--- config.mk ---
export PLATFORM = sky130hd
export DESIGN_NAME = rv32_fetch
export DESIGN_NICKNAME = d
export VERILOG_FILES = /design/src/rtl/rv32_fetch.sv
export SDC_FILE = /design/constraint.sdc
export NUM_CORES = 1
export LEC_CHECK = 0
export CAP_MARGIN = 20
export CORE_MARGIN = 2
export CORE_UTILIZATION = 50
export CTS_CLUSTER_DIAMETER = 200
export CTS_CLUSTER_SIZE = 8
export DETAILED_ROUTE_END_ITERATION = 8
export PLACE_DENSITY = 0.85
export SYNTH_ARGS = -nofsm -noshare
export SYNTH_HDL_FRONTEND = slang
export SYNTH_SLANG_ARGS = --single-unit
export TNS_END_PERCENT = 10
--- constraint.sdc ---
create_clock -name clk -period 2.3 [get_ports clk]
set_clock_uncertainty 0.05 [all_clocks]
set_input_delay 0.23 -clock clk [delete_from_list [all_inputs] [get_ports clk]]
set_output_delay 0.23 -clock clk [all_outputs]
set_load 0.01 [all_outputs]
--- src/rtl/rv32_fetch.sv ---
// Instruction fetch stage with IF/ID pipeline register for the 5-stage RV32 core.
// Issues one imem request at a time, buffers responses under stall and kills wrong-path fetches.
module rv32_fetch #(
    parameter logic [31:0] NOP = 32'h0000_0013
) (
    input  logic        clk,
    input  logic        rst_n,
    input  logic [31:0] pc,
    input  logic        flush,
    input  logic        halt,
    input  logic        stall,
    output logic        imem_req,
    output logic [31:0] imem_addr,
    input  logic        imem_gnt,
    input  logic        imem_rvalid,
    input  logic [31:0] imem_rdata,
    output logic        busy,
    output logic        ifid_valid,
    output logic [31:0] ifid_pc,
    output logic [31:0] ifid_instr
);

    typedef enum logic [1:0] {StIdle, StWait, StHold} state_e;

    state_e      state_q, state_d;
    logic        kill_q, kill_d;
    logic [31:0] req_pc_q, req_pc_d;
    logic [31:0] hold_pc_q, hold_pc_d;
    logic [31:0] hold_instr_q, hold_instr_d;
    logic        ifid_valid_q, ifid_valid_d;
    logic [31:0] ifid_pc_q, ifid_pc_d;
    logic [31:0] ifid_instr_q, ifid_instr_d;

    logic        deliver;
    logic [31:0] deliver_pc;
    logic [31:0] deliver_instr;

    // Gated by rst_n so no request escapes while reset is held.
    assign imem_req  = rst_n && (state_q == StIdle) && !halt;
    assign imem_addr = pc;
    assign busy      = !deliver;

    always_comb begin
        state_d       = state_q;
        kill_d        = kill_q;
        req_pc_d      = req_pc_q;
        hold_pc_d     = hold_pc_q;
        hold_instr_d  = hold_instr_q;
        deliver       = 1'b0;
        deliver_pc    = req_pc_q;
        deliver_instr = imem_rdata;

        unique case (state_q)
            StIdle: begin
                // A flush here needs no kill: pc already holds the redirect target.
                if (imem_req && imem_gnt) begin
                    state_d  = StWait;
                    req_pc_d = pc;
                end
            end
            StWait: begin
                if (imem_rvalid) begin
                    if (kill_q || flush) begin
                        kill_d  = 1'b0;
                        state_d = StIdle;
                    end else if (!stall) begin
                        deliver = 1'b1;
                        state_d = StIdle;
                    end else begin
                        hold_pc_d    = req_pc_q;
                        hold_instr_d = imem_rdata;
                        state_d      = StHold;
                    end
                end else if (flush) begin
                    kill_d = 1'b1;
                end
            end
            StHold: begin
                if (flush) begin
                    state_d = StIdle;
                end else if (!stall) begin
                    deliver       = 1'b1;
                    deliver_pc    = hold_pc_q;
                    deliver_instr = hold_instr_q;
                    state_d       = StIdle;
                end
            end
            default: state_d = StIdle;
        endcase
    end

    always_comb begin
        ifid_valid_d = ifid_valid_q;
        ifid_pc_d    = ifid_pc_q;
        ifid_instr_d = ifid_instr_q;
        if (flush) begin
            ifid_valid_d = 1'b0;
            ifid_pc_d    = 32'h0;
            ifid_instr_d = NOP;
        end else if (!stall) begin
            if (deliver) begin
                ifid_valid_d = 1'b1;
                ifid_pc_d    = deliver_pc;
                ifid_instr_d = deliver_instr;
            end else begin
                ifid_valid_d = 1'b0;
                ifid_instr_d = NOP;
            end
        end
    end

    always_ff @(posedge clk or negedge rst_n) begin
        if (!rst_n) begin
            state_q      <= StIdle;
            kill_q       <= 1'b0;
            req_pc_q     <= 32'h0;
            hold_pc_q    <= 32'h0;
            hold_instr_q <= 32'h0;
            ifid_valid_q <= 1'b0;
            ifid_pc_q    <= 32'h0;
            ifid_instr_q <= NOP;
        end else begin
            state_q      <= state_d;
            kill_q       <= kill_d;
            req_pc_q     <= req_pc_d;
            hold_pc_q    <= hold_pc_d;
            hold_instr_q <= hold_instr_d;
            ifid_valid_q <= ifid_valid_d;
            ifid_pc_q    <= ifid_pc_d;
            ifid_instr_q <= ifid_instr_d;
        end
    end

    assign ifid_valid = ifid_valid_q;
    assign ifid_pc    = ifid_pc_q;
    assign ifid_instr = ifid_instr_q;

endmodule

==> summary.txt <==
Floorplan
  • Die Ht: 124.8 µm
  • Row cnt: 44
  • Core ar.: 14370 µm²
  • Full die area: 15560 µm²
  • Die width: 124.8 µm
  • Initial Util: 50.74%
  • Ports: 170

GRT
  • Initial antenna violation count: 0
  • First-pass GRT wire length: 25760 µm
  • Gr ovfl total: 0
  • Vias in the first global route: 5121
  • Largest net degree at the start of global routing: 165
  • GRT Total Usage: 20.88%

Synth
  • Count of unique library cells instantiated by Yosys: 27
  • Ys async rst share: 100.0%
  • Ys Warns: 0
  • Main area contributors after synthesis: dfrtp_1, mux2i_1, mux2_1
  • Primary FF master, synth: dfrtp_1
  • Syn_nets: 612
  • Most frequent cells after synthesis: dfrtp_1, mux2i_1, mux2_1, buf_4, mux2_2
  • Synthesized cell area: 7291 µm²
  • Post-synth top area cell: dfrtp_1
  • Synth Register Bits: 164
  • Synth top area share: 55.26%
  • Sequential share of the synthesized area: 56.34%
  • Syn Area/Cell: 13.58 µm²
  • Number of synthesized flops with an enable pin: 0
  • Most numerous cell in the Yosys netlist: dfrtp_1
  • Post-synthesis cell count: 537

Critical path
  • Worst Path Arrival: 1.94 ns
  • CP Class: flip-flop to primary output
  • Reg2reg path depth: 6
  • CP startpoint kind: flip-flop
  • Crit end category: primary output
  • Worst Path Required: 2.02 ns
  • Crit path max fanout: 3
  • FF-to-FF setup slack: 0.17 ns

Finish
  • Final Util: 66.11%
  • Layout cells sized above 1: 12.26%
  • Final net count: 750
  • ANT cells: 0
  • Synth-to-Final Area Change: 30.29%

Power and ir drop
  • Part of the power in registers: 46.9%
  • PwrDens: 971.4 nW/µm²
  • Cell-internal power: 6.761 mW
  • VDD IR-drop max: 0.5032 mV
  • Comb power frac: 23.2%
  • Net Sw Frac: 26.72%
  • Clock Power Share: 29.9%
  • Leak pwr: 4.221 nW
  • Psw: 2.466 mW

Clock network
  • # hold bufs at CTS: 0
  • Cts bufs inserted: 17
  • H-tree depth: 4
  • TritonCTS clock tree: built
  • CTS clk-pin slew, worst paths: 0.06 ns
  • Clock insertion delay at the later pin of the skew report: 0.42 ns
  • Max clock buf depth: 2
  • Sink Count: 164
  • Clock root buffer: clkbuf_16

Run status
  • Failing checks: hold timing
  • Status: finished, violations left

Drt
  • Via count: 4607
  • Final ANT Viol Nets: 0
  • Total wire length: 15490 µm
  • Drt pass-1 iters: 4
  • Via density: 5.301
  • DR DRC count: 0
  • Routed WL per cell: 17.82 µm
  • Initial DRC count: 212

Timing
  • Final hold vios: 71
  • Slew HR: 41.34%
  • Final Max Slew Viols: 0
  • Worst Max-Slew Pin Slew: 0.8799 ns
  • Setup violations, final: 0
  • Final Cycle Share: 96.56%
  • Fmax: 450.3 MHz
  • Fin crit period: 2.221 ns
  • WHS: -0.1011 ns

Placement
  • RD Place Congestion: 0.7706
  • Post-DP HPWL: 10230 µm
  • # port buffers: 169

Worst hold path
  • Hold WC Path Type: input pin to async pin

Run
  • Maxcap violations: 0
-- critical path: stages (launching register included) --
cell and delay (ns):
dfrtp_1 0.42, inv_1 0.12, ha_1 0.31, nor3b_2 0.26, o21ai_4 0.11, dlygate4sd2_1 0.31
-- state kept, by name (all words and copies together) (netlist names) --
name,cells
ifid_valid,1
state_q,2
hold_pc_q,32
req_pc_q,32
hold_instr_q,32
ifid_pc,32
ifid_instr,32
kill_q,1
-- timing repair --
| action | in CTS | in global routing |
|---|---|---|
| setup endpoints to repair | 1 | 1 |
| resized for setup | 2 | 2 |
| buffers inserted | 0 | 0 |
-- layout by cell type, fill, tap and decap left out, types with 2 or more instances in the layout --
| cell type | instances |
|---|---|
| clkdlybuf4s50_1 | 166 |
| dfrtp_1 | 161 |
| mux2i_1 | 93 |
| mux2_1 | 60 |
| mux2_2 | 39 |
| nand2_1 | 33 |
| nand2b_1 | 33 |
| o21ai_0 | 20 |
| clkbuf_16 | 17 |
| o21ai_1 | 9 |
| buf_4 | 7 |
| clkbuf_1 | 6 |
| buf_12 | 5 |
| a21oi_1 | 3 |
| o22a_1 | 3 |
| ha_1 | 3 |
| bufinv_16 | 3 |
| dfstp_2 | 3 |
| and3b_1 | 2 |
-- worst paths after layout --
check,start,endpoint
setup / recovery,state_q[1],busy
hold / removal,rst_n,state_q[1]
setup reg to reg,state_q[1],hold_pc_q[11]
hold reg to reg,ifid_valid,ifid_valid
max in group asynchronous,rst_n,hold_pc_q[4]
min in group clk,rst_n,state_q[1]
-- cells by family (layout without fill, tap and decap cells) --
family / count (synthesis) / in the layout / share of synthesized area [%]
mux: 192 / 192 / 28.06
flops: 164 / 164 / 56.34
simple gates: 74 / 74 / 5.423
buf+inv: 64 / 212 / 6.418
compound gates: 39 / 39 / 3.072
fa+ha+maj: 4 / 4 / 0.6865
-- through the flow --
| stage | cell area, µm² | setup TNS (ns) | std cells | power, mW | worst slack (ns) |
|---|---|---|---|---|---|
| 2_1_floorplan | 7291 | 0 | 537 | 5.697 | 0.5853 |
| 3_3_place_gp | 8929 | 0 | 840 | 6.331 | 0.2592 |
| 3_5_place_dp | 8929 | 0 | 840 | 6.519 | 0.1731 |
| 4_1_cts | 9497 | 0 | 869 | 9.319 | 0.03167 |
| 5_1_grt | 9499 | -0.0001563 | 869 | 9.738 | -0.0001563 |
| 6_report | 9499 | 0 | 869 | 9.227 | 0.07920 |
-- power by group through the flow --
stage          registers, mW  logic, mW  clock network [mW]
6_report                4.33       2.14                2.76
5_1_grt                 4.45       2.34                2.95
4_1_cts                 4.33       2.18                2.81
3_5_place_dp            4.37       2.15                   0
3_3_place_gp            4.31       2.03                   0
2_1_floorplan           4.23       1.46                   0
-- per-layer routing --
metal	track usage [%]	routed length (µm)	vias to the layer above	part of all wire [%]
met2	34.36	7607	141	49
met1	27.16	6877	2332	44
met4	6.279	152	0	0.98
met3	5.713	850	17	5.5
li1	-	-	2117	-
met5	0	0	-	0
-- final cells by class --
| class | count | area [µm²] |
|---|---|---|
| Inverter | 2 | 7.507 |
| Sequential cell | 164 | 4108 |
| Clock inverter | 5 | 102.6 |
| Multi-Input combinational cell | 309 | 2743 |
| Clock buffer | 24 | 461.7 |
| Tap cell | 184 | 230.2 |
| Timing Repair Buffer | 181 | 1847 |
| Fill cell | 1027 | 4870 |
No activity file was read; power rests on OpenSTA's default activity.
